==> config.mk <==
export PLATFORM = sky130hd
export DESIGN_NAME = multicycle_control
export DESIGN_NICKNAME = d
export VERILOG_FILES = /design/src/rtl/mc_pkg.sv /design/src/rtl/mc_output_decode.sv /design/src/rtl/multicycle_control.sv
export SDC_FILE = /design/constraint.sdc
export NUM_CORES = 1
export LEC_CHECK = 0
export BUFFER_PORTS_ARGS = -buffer_cell sky130_fd_sc_hd__buf_2
export CAP_MARGIN = 5
export CORE_MARGIN = 2
export CORE_UTILIZATION = 50
export DETAILED_ROUTE_END_ITERATION = 6
export HOLD_SLACK_MARGIN = 0.15
export PLACE_DENSITY_LB_ADDON = 0.05
export SYNTH_ARGS = -nofsm -noshare
export SYNTH_HDL_FRONTEND = slang
export SYNTH_SLANG_ARGS = --single-unit
==> constraint.sdc <==
create_clock -name clk -period 1.84 [get_ports clk]
set_input_delay 0.368 -clock clk [delete_from_list [all_inputs] [get_ports clk]]
set_output_delay 0.368 -clock clk [all_outputs]
set_load 0.02 [all_outputs]
==> src/rtl/mc_pkg.sv <==
// Shared types and encodings for the multi-cycle MIPS controller and its output decoder.
// Latency: n/a. Backpressure: n/a.
package mc_pkg;

    typedef enum logic [3:0] {
        FETCH     = 4'd0,
        DECODE    = 4'd1,
        MEM_ADDR  = 4'd2,
        MEM_READ  = 4'd3,
        MEM_WB    = 4'd4,
        MEM_WRITE = 4'd5,
        EXECUTE   = 4'd6,
        R_WB      = 4'd7,
        BRANCH    = 4'd8,
        JUMP      = 4'd9,
        TRAP      = 4'd10
    } mc_state_t;

    typedef enum logic [1:0] {
        CAUSE_NONE    = 2'd0,
        CAUSE_ILLEGAL = 2'd1,
        CAUSE_TIMEOUT = 2'd2
    } mc_cause_t;

    localparam logic [5:0] OP_RTYPE = 6'b000000;
    localparam logic [5:0] OP_LW    = 6'b100011;
    localparam logic [5:0] OP_SW    = 6'b101011;
    localparam logic [5:0] OP_BEQ   = 6'b000100;
    localparam logic [5:0] OP_J     = 6'b000010;

    localparam logic [1:0] ALUOP_ADD   = 2'b00;
    localparam logic [1:0] ALUOP_SUB   = 2'b01;
    localparam logic [1:0] ALUOP_FUNCT = 2'b10;

    localparam logic [1:0] SRCB_B       = 2'b00;
    localparam logic [1:0] SRCB_FOUR    = 2'b01;
    localparam logic [1:0] SRCB_IMM     = 2'b10;
    localparam logic [1:0] SRCB_IMM_SH2 = 2'b11;

    localparam logic [1:0] PCSRC_ALU    = 2'b00;
    localparam logic [1:0] PCSRC_ALUOUT = 2'b01;
    localparam logic [1:0] PCSRC_JUMP   = 2'b10;

    typedef struct packed {
        logic       pc_write;
        logic       pc_write_cond;
        logic       ior_d;
        logic       mem_read;
        logic       mem_write;
        logic       mem_to_reg;
        logic       ir_write;
        logic       alu_src_a;
        logic       reg_write;
        logic       reg_dst;
        logic [1:0] alu_src_b;
        logic [1:0] alu_op;
        logic [1:0] pc_source;
        logic       instr_done;
        logic       illegal_op;
        logic       mem_timeout;
    } mc_ctrl_t;

    // States that own a memory access: these wait on mem_ready and are watched by the watchdog.
    function automatic logic is_mem_state(mc_state_t s);
        return (s == FETCH) || (s == MEM_READ) || (s == MEM_WRITE);
    endfunction

endpackage

==> src/rtl/mc_output_decode.sv <==
// Combinational decode of controller state (+ mem_ready, trap cause) into datapath controls.
// Latency: 0 cycles. Backpressure: FETCH/MEM_WRITE strobes follow mem_ready; wr_en_i=0 kills PC/IR writes.
module mc_output_decode
    import mc_pkg::*;
(
    input  mc_state_t state_i,
    input  logic      mem_ready_i,
    input  mc_cause_t cause_i,
    input  logic      wr_en_i,
    output mc_ctrl_t  ctrl_o
);

    always_comb begin
        ctrl_o = '0;
        case (state_i)
            FETCH: begin
                ctrl_o.mem_read  = 1'b1;
                ctrl_o.alu_src_b = SRCB_FOUR;
                ctrl_o.alu_op    = ALUOP_ADD;
                ctrl_o.pc_source = PCSRC_ALU;
                ctrl_o.ir_write  = mem_ready_i;
                ctrl_o.pc_write  = mem_ready_i;
            end
            DECODE: begin
                ctrl_o.alu_src_b = SRCB_IMM_SH2;
                ctrl_o.alu_op    = ALUOP_ADD;
            end
            MEM_ADDR: begin
                ctrl_o.alu_src_a = 1'b1;
                ctrl_o.alu_src_b = SRCB_IMM;
                ctrl_o.alu_op    = ALUOP_ADD;
            end
            MEM_READ: begin
                ctrl_o.mem_read = 1'b1;
                ctrl_o.ior_d    = 1'b1;
            end
            MEM_WB: begin
                ctrl_o.reg_write  = 1'b1;
                ctrl_o.mem_to_reg = 1'b1;
                ctrl_o.instr_done = 1'b1;
            end
            MEM_WRITE: begin
                ctrl_o.mem_write  = 1'b1;
                ctrl_o.ior_d      = 1'b1;
                ctrl_o.instr_done = mem_ready_i;
            end
            EXECUTE: begin
                ctrl_o.alu_src_a = 1'b1;
                ctrl_o.alu_src_b = SRCB_B;
                ctrl_o.alu_op    = ALUOP_FUNCT;
            end
            R_WB: begin
                ctrl_o.reg_write  = 1'b1;
                ctrl_o.reg_dst    = 1'b1;
                ctrl_o.instr_done = 1'b1;
            end
            BRANCH: begin
                ctrl_o.alu_src_a     = 1'b1;
                ctrl_o.alu_src_b     = SRCB_B;
                ctrl_o.alu_op        = ALUOP_SUB;
                ctrl_o.pc_write_cond = 1'b1;
                ctrl_o.pc_source     = PCSRC_ALUOUT;
                ctrl_o.instr_done    = 1'b1;
            end
`ifdef MC_JUMP_EN
            JUMP: begin
                ctrl_o.pc_write   = 1'b1;
                ctrl_o.pc_source  = PCSRC_JUMP;
                ctrl_o.instr_done = 1'b1;
            end
`endif
            TRAP: begin
                ctrl_o.illegal_op  = (cause_i == CAUSE_ILLEGAL);
                ctrl_o.mem_timeout = (cause_i == CAUSE_TIMEOUT);
            end
            default: ctrl_o = '0;
        endcase
        // Reset leaves the decode sitting in FETCH; PC and IR must not be written meanwhile.
        ctrl_o.pc_write = ctrl_o.pc_write & wr_en_i;
        ctrl_o.ir_write = ctrl_o.ir_write & wr_en_i;
    end

endmodule

==> src/rtl/multicycle_control.sv <==
// Multi-cycle MIPS controller FSM (R/lw/sw/beq, j with MC_JUMP_EN) with memory watchdog and traps.
// Latency: R=4, lw=5, sw=4, beq=3, j=3 cycles; each mem_ready=0 cycle stalls one cycle, MEM_TIMEOUT stalls trap.
module multicycle_control
    import mc_pkg::*;
#(
    parameter int MEM_TIMEOUT = 8
) (
    input  logic       clk,
    input  logic       rst_n,
    input  logic [5:0] op_code,
    input  logic       mem_ready,
    output logic       PCWrite,
    output logic       PCWriteCond,
    output logic       IorD,
    output logic       MemRead,
    output logic       MemWrite,
    output logic       MemtoReg,
    output logic       IRWrite,
    output logic       ALUSrcA,
    output logic       RegWrite,
    output logic       RegDst,
    output logic [1:0] ALUSrcB,
    output logic [1:0] ALUOp,
    output logic [1:0] PCSource,
    output logic       instr_done,
    output logic       illegal_op,
    output logic       mem_timeout,
    output logic [3:0] state
);

    localparam int          CW      = $clog2(MEM_TIMEOUT + 1);
    localparam logic [CW-1:0] WD_LAST = CW'(MEM_TIMEOUT - 1);

    mc_state_t     state_q, state_d;
    mc_cause_t     cause_q, cause_d;
    logic [5:0]    op_q, op_d;
    logic [CW-1:0] wd_q, wd_d;
    mc_ctrl_t      ctrl;

    always_comb begin
        state_d = state_q;
        cause_d = cause_q;
        op_d    = op_q;
        wd_d    = '0;
        case (state_q)
            FETCH:     if (mem_ready) state_d = DECODE;
            DECODE: begin
                op_d = op_code;
                case (op_code)
                    OP_RTYPE:     state_d = EXECUTE;
                    OP_LW, OP_SW: state_d = MEM_ADDR;
                    OP_BEQ:       state_d = BRANCH;
`ifdef MC_JUMP_EN
                    OP_J:         state_d = JUMP;
`endif
                    default: begin
                        state_d = TRAP;
                        cause_d = CAUSE_ILLEGAL;
                    end
                endcase
            end
            MEM_ADDR:  state_d = (op_q == OP_LW) ? MEM_READ : MEM_WRITE;
            MEM_READ:  if (mem_ready) state_d = MEM_WB;
            MEM_WRITE: if (mem_ready) state_d = FETCH;
            EXECUTE:   state_d = R_WB;
            TRAP: begin
                state_d = FETCH;
                cause_d = CAUSE_NONE;
            end
            default:   state_d = FETCH;
        endcase
        // Completion on the last tolerated cycle beats the watchdog: only a still-stalled access traps.
        if (is_mem_state(state_q) && !mem_ready) begin
            if (wd_q == WD_LAST) begin
                state_d = TRAP;
                cause_d = CAUSE_TIMEOUT;
            end else begin
                wd_d = wd_q + 1'b1;
            end
        end
    end

    always_ff @(posedge clk or negedge rst_n) begin
        if (!rst_n) begin
            state_q <= FETCH;
            cause_q <= CAUSE_NONE;
            op_q    <= '0;
            wd_q    <= '0;
        end else begin
            state_q <= state_d;
            cause_q <= cause_d;
            op_q    <= op_d;
            wd_q    <= wd_d;
        end
    end

    mc_output_decode u_dec (
        .state_i     (state_q),
        .mem_ready_i (mem_ready),
        .cause_i     (cause_q),
        .wr_en_i     (rst_n),
        .ctrl_o      (ctrl)
    );

    assign PCWrite     = ctrl.pc_write;
    assign PCWriteCond = ctrl.pc_write_cond;
    assign IorD        = ctrl.ior_d;
    assign MemRead     = ctrl.mem_read;
    assign MemWrite    = ctrl.mem_write;
    assign MemtoReg    = ctrl.mem_to_reg;
    assign IRWrite     = ctrl.ir_write;
    assign ALUSrcA     = ctrl.alu_src_a;
    assign RegWrite    = ctrl.reg_write;
    assign RegDst      = ctrl.reg_dst;
    assign ALUSrcB     = ctrl.alu_src_b;
    assign ALUOp       = ctrl.alu_op;
    assign PCSource    = ctrl.pc_source;
    assign instr_done  = ctrl.instr_done;
    assign illegal_op  = ctrl.illegal_op;
    assign mem_timeout = ctrl.mem_timeout;
    assign state       = state_q;

endmodule

; ---- After elaboration in Yosys (flattened, before gate mapping)
; Cells that the tools add are included.
[classes]
eq_ne = 16
n_bitwise = 1
reduce_logical = 13
addsub = 1
n_mux = 27
[ops]
columns = cell, n
row1 = two-way mux 4 bit, 7
row2 = one-hot mux 4 bit (6 select lines), 1
row3 = "== test 4 x 3 -> 1 bit, second input constant", 5
row4 = one-hot mux 4 bit (5 select lines), 1
row5 = "== test 6 bit, second input constant", 3
row6 = one-hot mux 4 bit (3 select lines), 1
row7 = two-way mux 1 bit, 10
row8 = "== test 4 x 2 -> 1 bit, second input constant", 2
row9 = "== test 4 bit, second input constant", 2
row10 = two-way mux 2 bit, 4
row11 = OR reduction 2 bit, 4
row12 = "== test 6 x 3 -> 1 bit, second input constant", 1
row13 = logical NOT 6 bit, 1
row14 = OR reduction 3 bit, 2
row15 = "adder 4 x 1 -> 4 bit, second input constant", 1
row16 = "== test 4 x 1 -> 1 bit, second input constant", 1
row17 = logical NOT 4 bit, 1
row18 = one-hot mux 2 bit (2 select lines), 1
row19 = OR reduction 4 bit, 1
row20 = two-way mux 3 bit, 1
row21 = "== test 2 x 1 -> 1 bit, second input constant", 1
row22 = "== test 2 bit, second input constant", 1
row23 = logical OR 1 bit, 2
row24 = one-hot mux 1 bit (2 select lines), 1
row25 = 3 further kinds, 3
[word_totals]
reg_bits = 16
output_inout_bits = 23
inputBits = 9

; ---- Longest topological paths before layout
; Gate-level depths: netlist (run 1).
[depth]
word_depth = 6
ltp_mapped = 5
ltp_nobuf = 5

; ---- Modules after synthesis
; Synthesis (run 1) repeated with hierarchy kept, for this count alone.
[hier_totals]
cells_unflattened = 110
area_unflattened_um2 = 1097.3
[by_module_without_submodules]
columns = mod, area_each_um2, seq_area_each_um2, n_inst, cells_each
row1 = multicycle_control, 830.8, 400.4, 1, 74
row2 = mc_output_decode, 266.5, 0.0, 1, 36

; ---- Worst setup path after synthesis (run 1)
; OpenSTA, ideal clock, no wires.
[synth_path]
kind = reg-to-output
startpoint = register state_q[1], in the netlist state[1]
endpoint = output PCWrite
path_slack_ps = -331
t_required_ps = 1472
arrival_ps = 1803
path_stages_with_launch = 5
cell_sequence = dfrtp_1 -> buf_6 -> or2_2 -> nor3_1 -> buf_4
[synth_via]
elab_chain_cells = 3
[synth_lines]
columns = element, line
row1 = start: declaration, multicycle_control.sv:34  ; mc_state_t state_q, state_d;
row2 = start signal: assignment, multicycle_control.sv:90  ; state_q <= state_d;
row3 = logical NOT 4 bit, n/a
row4 = two-way mux 1 bit, n/a
row5 = bitwise AND 1 bit, n/a
row6 = end: declaration, multicycle_control.sv:12  ; output logic PCWrite,
; No other way between the ends.

; ---- Final worst setup path (run 1)
[layout_path]
startpoint = register state_q[0], in the netlist state[0]
endpoint = output illegal_op
[layout_via]
elab_chain_cells = 2
[layout_lines]
columns = element, line
row1 = == test 4 bit, mc_output_decode.sv:15  ; case (state_i)
row2 = two-way mux 2 bit, mc_output_decode.sv:15
row3 = end: declaration, multicycle_control.sv:26  ; output logic illegal_op,
; No other way between the ends.

==> metrics.txt, run 1 <==
# TYPE chip_impl_metric gauge
chip_impl_info{name="run_status",value="finished with violations"} 1
chip_impl_info{name="violations",value="negative setup slack"} 1
chip_impl_metric{name="gpl_wtd_cong",unit=""} 0.789
chip_impl_info{name="critical_path.startpoint_type",value="register"} 1
chip_impl_metric{name="detailedPlacementHpwl",unit="um"} 1730
chip_impl_info{name="critical_path.endpoint_type",value="primary output"} 1
chip_impl_metric{name="chipHeight",unit="um"} 49.4
chip_impl_metric{name="fin_crit",unit="ns"} 1.85
chip_impl_metric{name="design.portCount",unit=""} 32
chip_impl_metric{name="grt.total_usage",unit="%"} 20.6
chip_impl_metric{name="synth_cells",unit=""} 113
chip_impl_metric{name="clock_sinks",unit=""} 16
chip_impl_metric{name="route.detailed.wl_per_inst",unit="um"} 13.3
chip_impl_metric{name="grt_start_max_net_pins",unit=""} 17
chip_impl_metric{name="maxCapViolations",unit=""} 0
chip_impl_metric{name="ff2ff_path_depth",unit=""} 6
chip_impl_metric{name="dr_vias_cell",unit=""} 5.38
chip_impl_metric{name="leakage",unit="uW"} 0.000674
chip_impl_metric{name="timing.critical_path.slowest_cell_delay",unit="ns"} 0.44
chip_impl_info{name="synth.top_cells.by_count",value="nor2_1 (18), dfrtp_1 (16), buf_4 (7)"} 1
chip_impl_metric{name="ff2ff_setup_slack",unit="ns"} 0.10
chip_impl_metric{name="finalWorstSetupSlack",unit="ns"} -0.00872
chip_impl_metric{name="setup_violations",unit=""} 1
chip_impl_metric{name="antenna_cells",unit=""} 0
chip_impl_metric{name="synthesized_area_divided_by_synthesized_cell_count",unit="um^2"} 9.11
chip_impl_metric{name="number_of_global_route_vias_before_repair",unit=""} 951
chip_impl_metric{name="fin_hold_ws",unit="ns"} 0.334
chip_impl_metric{name="area_delta_synth_final",unit="%"} 37.2
chip_impl_metric{name="overflow",unit=""} 0
chip_impl_metric{name="netlist-cell-type-count",unit=""} 40
chip_impl_metric{name="drive_above_1_share",unit="%"} 49.0
chip_impl_metric{name="initial_core_util",unit="%"} 52.5
chip_impl_metric{name="finClkSkew",unit="ns"} 0.00603
chip_impl_metric{name="layout_worst_path_cycle_share",unit="%"} 100
chip_impl_metric{name="max_slew_violations",unit=""} 0
chip_impl_metric{name="initial_antenna_violation_count",unit=""} 0
chip_impl_metric{name="clk-insertion-delay-late",unit="ns"} 0.28
chip_impl_metric{name="cts.clk_slew.worst_paths",unit="ns"} 0.09
chip_impl_info{name="top_cell_type_by_total_area_after_synthesis",value="dfrtp_1"} 1
chip_impl_metric{name="hold_path_depth",unit=""} 2
chip_impl_metric{name="crit_required",unit="ns"} 1.47
chip_impl_metric{name="die_w",unit="um"} 49.4
chip_impl_info{name="worstHoldEndpoint",value="op_q[3]"} 1
chip_impl_metric{name="seq_area_frac_synth",unit="%"} 38.9
chip_impl_info{name="rsz0062_at_grt",value="yes"} 1
chip_impl_info{name="yosys.cell_count.top_type",value="nor2_1"} 1
chip_impl_metric{name="core_region_area",unit="mm^2"} 0.00196
chip_impl_info{name="crit_chain",value="nand2b_4, or2_4, nor3b_2, buf_4"} 1
chip_impl_metric{name="ys_seq_elements",unit=""} 16
chip_impl_metric{name="hold_viol_final",unit=""} 0
chip_impl_metric{name="power.ir.vdd_worst",unit="uV"} 1160
chip_impl_metric{name="dr_total_vias",unit=""} 989
chip_impl_metric{name="synthesis.yosys.warnings",unit=""} 0
chip_impl_info{name="cts.root.buffer_cell",value="clkbuf_4"} 1
chip_impl_metric{name="row_count",unit=""} 16
chip_impl_metric{name="fmax",unit="MHz"} 541
chip_impl_metric{name="global_route_wire_length_before_repair",unit="um"} 3930
chip_impl_metric{name="synth.net_count",unit=""} 123
chip_impl_metric{name="cts_max_path_buffers",unit=""} 2
chip_impl_info{name="holdCritStartpoint",value="op_code[3]"} 1
chip_impl_metric{name="crit_arrival",unit="ns"} 1.48
chip_impl_metric{name="synth_top_cell_area_share",unit="%"} 38.9
chip_impl_metric{name="final_net_count",unit=""} 168
chip_impl_metric{name="asyncSetResetFlopFracSynth",unit="%"} 100
chip_impl_metric{name="first_iter_violations",unit=""} 14
chip_impl_metric{name="cts_buffers",unit=""} 3
chip_impl_info{name="timing.critical_path.slowest_stage_cell",value="dfrtp_2"} 1
chip_impl_metric{name="fin_setup_tns",unit="ns"} -0.00872
chip_impl_metric{name="drt_first_pass_iters",unit=""} 4
chip_impl_metric{name="cellPowerDensity",unit="mW/mm^2"} 1720
chip_impl_metric{name="synth_edf_count",unit=""} 0
chip_impl_info{name="worst-setup-path-type",value="reg -> out"} 1
chip_impl_info{name="worstReg2RegEnd",value="op_q[0]"} 1
chip_impl_metric{name="routed_wl",unit="um"} 2450
chip_impl_metric{name="cell_area_after_synthesis",unit="mm^2"} 0.00103
chip_impl_metric{name="cts_max_level",unit=""} 1
chip_impl_info{name="synth.top_cells.by_area",value="dfrtp_1 (39%), nor2_1 (6.6%), mux2_2 (6.6%)"} 1
chip_impl_metric{name="drt.antenna.violating_nets",unit=""} 0
chip_impl_metric{name="io_buffers",unit=""} 30
chip_impl_info{name="worst_r2r_startpoint",value="state[0]"} 1
chip_impl_metric{name="design.die.area",unit="mm^2"} 0.00244
chip_impl_metric{name="crit_path_max_fanout",unit=""} 4
chip_impl_info{name="ys_dominant_reg_cell",value="dfrtp_1"} 1
chip_impl_info{name="cts_tree",value="done"} 1
chip_impl_metric{name="drc",unit=""} 0
chip_impl_info{name="min_path_type",value="in -> reg"} 1
chip_impl_metric{name="nFillCells",unit=""} 176
==> metal layers <==
layer	track usage [%]	vias to the layer above	share of wire (%)	wire (um)
li1	-	484	-	-
met1	25.4	476	45	1100
met2	37.6	27	50	1220
met3	1.84	2	4.4	109
met4	6.94	0	0.94	23
met5	0	-	0	0
==> kinds of logic (layout without fill, tap and decap cells) <==
family | after synthesis | after routing | synth area share (%)
AO/OA/AOI/OAI | 20 | 20 | 12.0
XOR/XNOR | 4 | 4 | 3.40
adder cells (fa/ha/maj) | 1 | 1 | 1.21
buffers and inverters | 11 | 55 | 7.29
flip-flops | 16 | 16 | 38.9
multiplexers | 7 | 7 | 7.53
other | 1 | 1 | 0.364
AND/OR/NAND/NOR | 53 | 53 | 29.3
==> worst max-delay path: cells and delay by family (launching register included) <==
kind / cells / cell delay (ns)
buffers and inverters: 1 / 0.16
DFF: 1 / 0.44
and+or+nand+nor: 3 / 0.60
==> layout make-up <==
type                            instances  area (um^2)  share of cell area (%)
Clock buffer                            4         36.3                    2.57
Inverter                                3         11.3                   0.797
Multi-Input combinational cell         86          616                    43.6
Sequential cell                        16          404                    28.6
Tap cell                               27         33.8                    2.39
Timing Repair Buffer                   48          312                    22.1
==> per-stage QoR <==
stage / power (uW) / cells / worst slack, ns / utilization, % / instance area [um^2]
2_1_floorplan: 1540 / 113 / -0.115 / - / 1040
3_3_place_gp: 1900 / 173 / 0.0593 / 63.6 / 1250
3_5_place_dp: 1920 / 173 / 0.0190 / 63.6 / 1250
4_1_cts: 2260 / 182 / -0.0134 / 68.9 / 1350
5_1_grt: 2610 / 184 / -0.0915 / 72.0 / 1410
6_report: 2430 / 184 / -0.00872 / 72.0 / 1410
==> cell usage in the layout, fill, tap and decap left out, types with 2 or more instances in the layout <==
cell type	netlist	final
mux2_2	6	6
a21oi_1	6	4
nand2b_1	6	3
dfrtp_2	0	3
nand3_1	2	2
nor4bb_1	2	2
o21ai_0	5	4
clkbuf_4	0	3
buf_4	7	24
dfrtp_1	16	13
a21oi_2	0	2
or2_4	0	2
nand2b_4	0	2
nand2_1	3	3
nor2_1	18	17
xnor2_1	3	3
a22oi_1	2	2
inv_1	3	3
nor2_2	1	2
buf_2	0	22
nor3_1	3	2
nor3b_2	0	2
==> power breakdown <==
part	total, uW	switching, uW	internal, uW	leakage, uW
Clock	226	106	120	0.0000210
Sequential	601	113	488	0.000197
Combinational	1600	828	777	0.000456
Total	2430	1050	1390	0.000674
==> flip-flops by register name (all words and copies together) (netlist names) <==
register	cells
op_q	6
state	4
wd_q	4
cause_q	2
==> worst max path at each step <==
stage,start,to,slack (ns),cells after the start
2_1_floorplan,state[1],PCWrite,-0.11,4
4_1_cts,state[0],mem_timeout,-0.01,4
3_5_place_dp,op_code[1],state[1],0.02,5
5_1_grt,state[3],instr_done,-0.09,5
3_3_place_gp,op_code[1],state[1],0.06,5
6_report,state[0],illegal_op,-0.009,4
==> repair_timing <==
item	in CTS	in global routing
gates resized for setup	11	13
endpoints found under the setup margin	9	11
hold buffers	1	0
pin swaps	1	5
setup buffers	4	2
hold endpoints to repair	16	0
Power figures use the tool's default switching activity.
==> run 2: changes to the inputs <==
Settings changed: SETUP_SLACK_MARGIN from default to 0.05.
==> metrics.txt, run 2 (synthesis results as in run 1) <==
# TYPE chip_impl_metric gauge
chip_impl_info{name="critical_path.startpoint_type",value="register"} 1
chip_impl_metric{name="grt.total_usage",unit="%"} 22.2
chip_impl_metric{name="final_cell_area",unit="mm^2"} 0.00148
chip_impl_metric{name="fmax",unit="MHz"} 529
chip_impl_info{name="min_path_type",value="in -> reg"} 1
chip_impl_metric{name="largest_register_ff_count",unit=""} 6
chip_impl_metric{name="global_route_wire_length_before_repair",unit="um"} 4180
chip_impl_info{name="worstReg2RegEnd",value="state[1]"} 1
chip_impl_info{name="rsz0062_at_grt",value="yes"} 1
chip_impl_info{name="critPathLaunch",value="state[2]"} 1
chip_impl_metric{name="cts_max_level",unit=""} 1
chip_impl_metric{name="finalWorstSetupSlack",unit="ns"} -0.0502
chip_impl_metric{name="routed_wl",unit="um"} 2560
chip_impl_metric{name="io_buffers",unit=""} 30
chip_impl_metric{name="ff2ff_path_depth",unit=""} 7
chip_impl_metric{name="placed_cells_incl_taps",unit=""} 174
chip_impl_metric{name="cellPowerDensity",unit="mW/mm^2"} 1710
chip_impl_info{name="violations",value="negative setup slack"} 1
chip_impl_metric{name="chipHeight",unit="um"} 49.4
chip_impl_metric{name="layout_worst_path_cycle_share",unit="%"} 103
chip_impl_info{name="max_flop_register",value="op_q"} 1
chip_impl_metric{name="cts_max_path_buffers",unit=""} 2
chip_impl_metric{name="finClkSkew",unit="ns"} 0.00457
chip_impl_metric{name="drt.antenna.violating_nets",unit=""} 0
chip_impl_metric{name="detailed_place.area",unit="mm^2"} 0.00127
chip_impl_metric{name="clock_sinks",unit=""} 16
chip_impl_metric{name="row_count",unit=""} 16
chip_impl_metric{name="initial_core_util",unit="%"} 52.5
chip_impl_metric{name="hold_path_depth",unit=""} 2
chip_impl_metric{name="area_delta_synth_final",unit="%"} 43.3
chip_impl_metric{name="crit_required",unit="ns"} 1.47
chip_impl_metric{name="crit_path_max_fanout",unit=""} 6
chip_impl_metric{name="storage_element_area",unit="um^2"} 404
chip_impl_metric{name="fin_crit",unit="ns"} 1.89
chip_impl_metric{name="design.die.area",unit="mm^2"} 0.00244
chip_impl_metric{name="initial_antenna_violation_count",unit=""} 0
chip_impl_info{name="worst-setup-path-type",value="reg -> out"} 1
chip_impl_metric{name="hold_viol_final",unit=""} 0
chip_impl_info{name="critical_path.endpoint_type",value="primary output"} 1
chip_impl_metric{name="report.power.total",unit="uW"} 2520
chip_impl_metric{name="nFillCells",unit=""} 156
chip_impl_metric{name="first_iter_violations",unit=""} 10
chip_impl_metric{name="core_region_area",unit="mm^2"} 0.00196
chip_impl_metric{name="maxCapViolations",unit=""} 0
chip_impl_info{name="run_status",value="finished with violations"} 1
chip_impl_info{name="cts_tree",value="done"} 1
chip_impl_info{name="holdCritStartpoint",value="op_code[3]"} 1
chip_impl_info{name="cts.root.buffer_cell",value="clkbuf_4"} 1
chip_impl_info{name="mostFrequentLayoutCells",value="buf_4 (23), buf_2 (18), nor2_1 (17)"} 1
chip_impl_metric{name="number_of_global_route_vias_before_repair",unit=""} 1005
chip_impl_metric{name="multiInputGateArea",unit="um^2"} 663
chip_impl_metric{name="fin_hold_ws",unit="ns"} 0.326
chip_impl_metric{name="cts.clk_slew.worst_paths",unit="ns"} 0.09
chip_impl_info{name="most_frequent_standard_cell_in_the_layout_excluding_fill_and_tap_cells",value="buf_4"} 1
chip_impl_metric{name="gpl_wtd_cong",unit=""} 0.776
chip_impl_metric{name="drt_first_pass_iters",unit=""} 4
chip_impl_metric{name="power.ir.vdd_worst",unit="uV"} 1080
chip_impl_metric{name="clk-insertion-delay-late",unit="ns"} 0.28
chip_impl_metric{name="dr_total_vias",unit=""} 981
chip_impl_metric{name="overflow",unit=""} 0
chip_impl_metric{name="post_route_insts_no_fill",unit=""} 183
chip_impl_metric{name="drc",unit=""} 0
chip_impl_metric{name="die_w",unit="um"} 49.4
chip_impl_metric{name="detailedPlacementHpwl",unit="um"} 1780
chip_impl_metric{name="grt_start_max_net_pins",unit=""} 17
chip_impl_metric{name="ff2ff_setup_slack",unit="ns"} 0.11
chip_impl_metric{name="setup_violations",unit=""} 2
chip_impl_info{name="worstHoldEndpoint",value="op_q[3]"} 1
chip_impl_metric{name="leakage",unit="uW"} 0.000698
chip_impl_metric{name="antenna_cells",unit=""} 0
chip_impl_metric{name="dr_vias_cell",unit=""} 5.36
chip_impl_metric{name="max_slew_violations",unit=""} 0
chip_impl_metric{name="final_net_count",unit=""} 168
chip_impl_metric{name="design.portCount",unit=""} 32
chip_impl_metric{name="route.detailed.wl_per_inst",unit="um"} 14.0
chip_impl_metric{name="cts_buffers",unit=""} 3
chip_impl_metric{name="drive_above_1_share",unit="%"} 50.6
chip_impl_metric{name="crit_arrival",unit="ns"} 1.52
chip_impl_info{name="worst_r2r_startpoint",value="state[0]"} 1
==> run 2: cell types whose count changed in the layout (fill, tap and decap cells not counted), sizes merged <==
cell,change
clkbuf,-1
==> run 2: worst max-delay path by stage <==
stage | slack (ns) | cells after the start | to
after global placement | 0.06 | 5 | state[1]
after CTS | 0.03 | 4 | illegal_op
after detailed placement | 0.03 | 5 | state[1]
after floorplan | -0.11 | 4 | PCWrite
final | -0.05 | 4 | illegal_op
after global routing | -0.09 | 4 | illegal_op
==> run 2: power breakdown <==
group          internal [uW]  switching [uW]  leakage [uW]  total, uW
clock network           76.0             106     0.0000138        182
logic                    856             869      0.000488       1720
registers                487             124      0.000196        611
total                   1420            1100      0.000698       2520
==> run 2: final cells by class <==
| type | count | share of cell area, % |
|---|---|---|
| tap | 27 | 2.29 |
| multi-input combinational | 86 | 45.0 |
| timing repair buffer | 48 | 23.1 |
| inverter | 3 | 0.763 |
| clock buffer | 3 | 1.53 |
| sequential | 16 | 27.4 |
==> run 2: metrics by stage <==
stage / setup slack, ns / utilization (%) / TNS (ns)
floorplan: -0.115 / - / -0.196
global placement: 0.0566 / 64.6 / 0
detailed placement: 0.0337 / 64.6 / 0
CTS: 0.0275 / 71.6 / 0
global route: -0.0862 / 75.2 / -0.350
finish: -0.0502 / 75.2 / -0.0537
==> run 2: worst max-delay path, cell delays in order (launching register included) <==
cell and delay, ns:
dfrtp_2 0.45, nand2b_4 0.16, or2_4 0.27, nor3b_4 0.21
buf_6 0.14
==> run 2: repair_timing <==
item	in CTS	in global routing
setup endpoints to repair	12	17
pin swaps	3	6
setup buffers	5	0
gates resized for setup	19	21
gates cloned	0	0
hold buffers	1	0
hold endpoints to repair	16	0
==> run 2: metal layers <==
layer  track usage (%)  wire (um)  up-vias  part of all wire [%]
met2              41.7       1330       27                    52
met3              3.07         92        4                   3.6
met5                 0          0        -                     0
li1                  -          -      480                     -
met1              25.7       1100      470                    43
met4              6.94         37        0                   1.4
==> run 3: changes to the inputs <==
Settings changed: ABC_AREA from default to 1.
==> metrics.txt, run 3 <==
# TYPE chip_impl_metric gauge
chip_impl_info{name="run_status",value="completed"} 1
chip_impl_metric{name="synth_top_cell_area_share",unit="%"} 38.7
chip_impl_info{name="min_path_type",value="in -> reg"} 1
chip_impl_metric{name="row_count",unit=""} 16
chip_impl_info{name="cts_tree",value="done"} 1
chip_impl_info{name="yosys.cell_count.top_type",value="nand2_1"} 1
chip_impl_metric{name="first_iter_violations",unit=""} 19
chip_impl_info{name="top_cell_type_by_total_area_after_synthesis",value="dfrtp_1"} 1
chip_impl_metric{name="synth_cells",unit=""} 143
chip_impl_metric{name="gpl_wtd_cong",unit=""} 0.871
chip_impl_metric{name="detailedPlacementHpwl",unit="um"} 1700
chip_impl_metric{name="fin_hold_ws",unit="ns"} 0.305
chip_impl_info{name="synth.top_cells.by_area",value="dfrtp_1 (39%), nand2_1 (12%), nor2_1 (7.3%)"} 1
chip_impl_info{name="ys_dominant_reg_cell",value="dfrtp_1"} 1
chip_impl_metric{name="fmax",unit="MHz"} 549
chip_impl_metric{name="grt_start_max_net_pins",unit=""} 17
chip_impl_metric{name="drt_first_pass_iters",unit=""} 5
chip_impl_metric{name="netlist-cell-type-count",unit=""} 24
chip_impl_info{name="worst-setup-path-type",value="reg -> out"} 1
chip_impl_metric{name="area_delta_synth_final",unit="%"} 41.0
chip_impl_metric{name="synth.net_count",unit=""} 153
chip_impl_metric{name="drt.antenna.violating_nets",unit=""} 0
chip_impl_info{name="crit_chain",value="inv_2, nor2_4, inv_2, nor2_2, nor2_2, o211ai_1, buf_4"} 1
chip_impl_metric{name="cts_max_level",unit=""} 1
chip_impl_metric{name="global_route_wire_length_before_repair",unit="um"} 3860
chip_impl_metric{name="cts_max_path_buffers",unit=""} 2
chip_impl_metric{name="design.portCount",unit=""} 32
chip_impl_metric{name="grt.total_usage",unit="%"} 20.3
chip_impl_metric{name="crit_required",unit="ns"} 1.47
chip_impl_metric{name="synthesized_area_divided_by_synthesized_cell_count",unit="um^2"} 7.24
chip_impl_metric{name="seq_area_frac_synth",unit="%"} 38.7
chip_impl_info{name="critical_path.endpoint_type",value="primary output"} 1
chip_impl_metric{name="asyncSetResetFlopFracSynth",unit="%"} 100
chip_impl_metric{name="crit_arrival",unit="ns"} 1.45
chip_impl_metric{name="final_cell_area",unit="mm^2"} 0.00146
chip_impl_info{name="critical_path.startpoint_type",value="register"} 1
chip_impl_metric{name="cts.clk_slew.worst_paths",unit="ns"} 0.09
chip_impl_metric{name="antenna_cells",unit=""} 0
chip_impl_metric{name="leakage",unit="uW"} 0.000837
chip_impl_metric{name="max_slew_violations",unit=""} 0
chip_impl_info{name="most_frequent_standard_cell_in_the_layout_excluding_fill_and_tap_cells",value="nand2_1"} 1
chip_impl_metric{name="number_of_global_route_vias_before_repair",unit=""} 910
chip_impl_metric{name="overflow",unit=""} 0
chip_impl_metric{name="initial_core_util",unit="%"} 52.7
chip_impl_metric{name="cell_area_after_synthesis",unit="mm^2"} 0.00103
chip_impl_metric{name="largest_register_ff_count",unit=""} 6
chip_impl_info{name="holdCritStartpoint",value="op_code[1]"} 1
chip_impl_metric{name="cts_buffers",unit=""} 3
chip_impl_metric{name="power.ir.vdd_worst",unit="uV"} 1050
chip_impl_metric{name="dr_total_vias",unit=""} 1064
chip_impl_metric{name="setup_violations",unit=""} 0
chip_impl_info{name="synth.top_cells.by_count",value="nand2_1 (33), nor2_1 (20), inv_1 (18), dfrtp_1 (16), nand3_1 (10)"} 1
chip_impl_metric{name="core_region_area",unit="mm^2"} 0.00196
chip_impl_metric{name="ys_seq_elements",unit=""} 16
chip_impl_metric{name="final_net_count",unit=""} 200
chip_impl_metric{name="chipHeight",unit="um"} 49.5
chip_impl_metric{name="finalWorstSetupSlack",unit="ns"} 0.0180
chip_impl_metric{name="synth_edf_count",unit=""} 0
chip_impl_metric{name="design.die.area",unit="mm^2"} 0.00245
chip_impl_metric{name="dpl_worst_slack",unit="ns"} 0.260
chip_impl_info{name="critPathLaunch",value="state[2]"} 1
chip_impl_metric{name="route.detailed.wl_per_inst",unit="um"} 11.8
chip_impl_metric{name="detailed_place.area",unit="mm^2"} 0.00121
chip_impl_metric{name="drc",unit=""} 0
chip_impl_metric{name="finClkSkew",unit="ns"} 0.00293
chip_impl_metric{name="timing.critical_path.slowest_cell_delay",unit="ns"} 0.43
chip_impl_metric{name="fin_crit",unit="ns"} 1.82
chip_impl_info{name="cts.root.buffer_cell",value="clkbuf_4"} 1
chip_impl_info{name="rsz0062_at_grt",value="yes"} 1
chip_impl_metric{name="cellPowerDensity",unit="mW/mm^2"} 1720
chip_impl_metric{name="clk-insertion-delay-late",unit="ns"} 0.28
chip_impl_info{name="mostFrequentLayoutCells",value="nand2_1 (30), buf_4 (23), nor2_1 (16), buf_2 (16), inv_1 (15)"} 1
chip_impl_metric{name="util_after_layout",unit="%"} 74.4
chip_impl_metric{name="critical_path.n_buffers_inverters",unit=""} 3
chip_impl_metric{name="synthesis.yosys.warnings",unit=""} 0
chip_impl_metric{name="crit_path_max_fanout",unit=""} 4
chip_impl_metric{name="dr_vias_cell",unit=""} 4.93
chip_impl_info{name="critical_path.top_delay_family",value="flip-flops"} 1
chip_impl_metric{name="routed_wl",unit="um"} 2540
chip_impl_metric{name="hold_viol_final",unit=""} 0
chip_impl_metric{name="clock_sinks",unit=""} 16
chip_impl_metric{name="die_w",unit="um"} 49.5
chip_impl_metric{name="initial_antenna_violation_count",unit=""} 0
chip_impl_metric{name="maxCapViolations",unit=""} 0
chip_impl_info{name="worst_r2r_startpoint",value="state[1]"} 1
chip_impl_metric{name="layout_worst_path_cycle_share",unit="%"} 99.0
chip_impl_info{name="max_flop_register",value="op_q"} 1
chip_impl_info{name="timing.critical_path.slowest_stage_cell",value="dfrtp_2"} 1
chip_impl_metric{name="io_buffers",unit=""} 30
chip_impl_metric{name="drive_above_1_share",unit="%"} 46.6
run 3: path summary, 6_finish.rpt:
| check | end | slack (ns) | cells after the start |
|---|---|---|---|
| max | instr_done | 0.02 | 7 |
| min | op_q[1] | 0.31 | 3 |
| max reg2reg | state[0] | 0.36 | 8 |
| min reg2reg | wd_q[0] | 0.49 | 1 |
| max in group asynchronous | state[3] | 1.06 | 3 |
| min in group asynchronous | state[0] | 0.58 | 3 |
run 3: layout make-up:
type / count / area [um^2]
clock buffer: 4 / 36.3
fill: 151 / 503
inverter: 25 / 100
multi-input combinational: 98 / 554
sequential: 16 / 404
tap: 27 / 33.8
timing repair buffer: 46 / 330
run 3: worst reg2reg max path: cells and delay by family (launching register included):
kind	cells	cell delay, ns
DFF	1	0.47
buffers and inverters	2	0.29
and+or+nand+nor	6	0.61
run 3: report_power, final:
part           internal [uW]  switching, uW  total, uW  leakage [uW]
Combinational            689            980       1670      0.000616
Sequential               487            119        607      0.000199
Clock                    120            109        229     0.0000210
Total                   1300           1210       2500      0.000837
run 3: metrics by stage:
stage,setup TNS (ns),power (uW),cells
2_1_floorplan,0,1570,143
3_3_place_gp,0,1830,197
3_5_place_dp,0,1850,197
4_1_cts,0,2210,208
5_1_grt,-0.266,2700,216
6_report,0,2500,216
run 3: cell families after synthesis:
logic type / synth area share [%]
AND/OR/NAND/NOR: 44.3
buffers and inverters: 12.5
flip-flops: 38.7
AO/OA/AOI/OAI: 2.18
XOR/XNOR: 0.847
adder cells (fa/ha/maj): 1.21
other: 0.362
run 3: timing repair:
action	CTS	global route
resized for setup	5	32
hold buffers	1	0
pin swaps	0	8
setup buffers	6	8
setup endpoints to repair	8	12
endpoints found under the hold margin	16	0
run 3: per-layer routing:
layer	part of all wire [%]	global-route usage [%]
met5	0	0
met4	1.2	8.33
met3	4.7	1.82
met2	54	36.7
met1	40	24.8
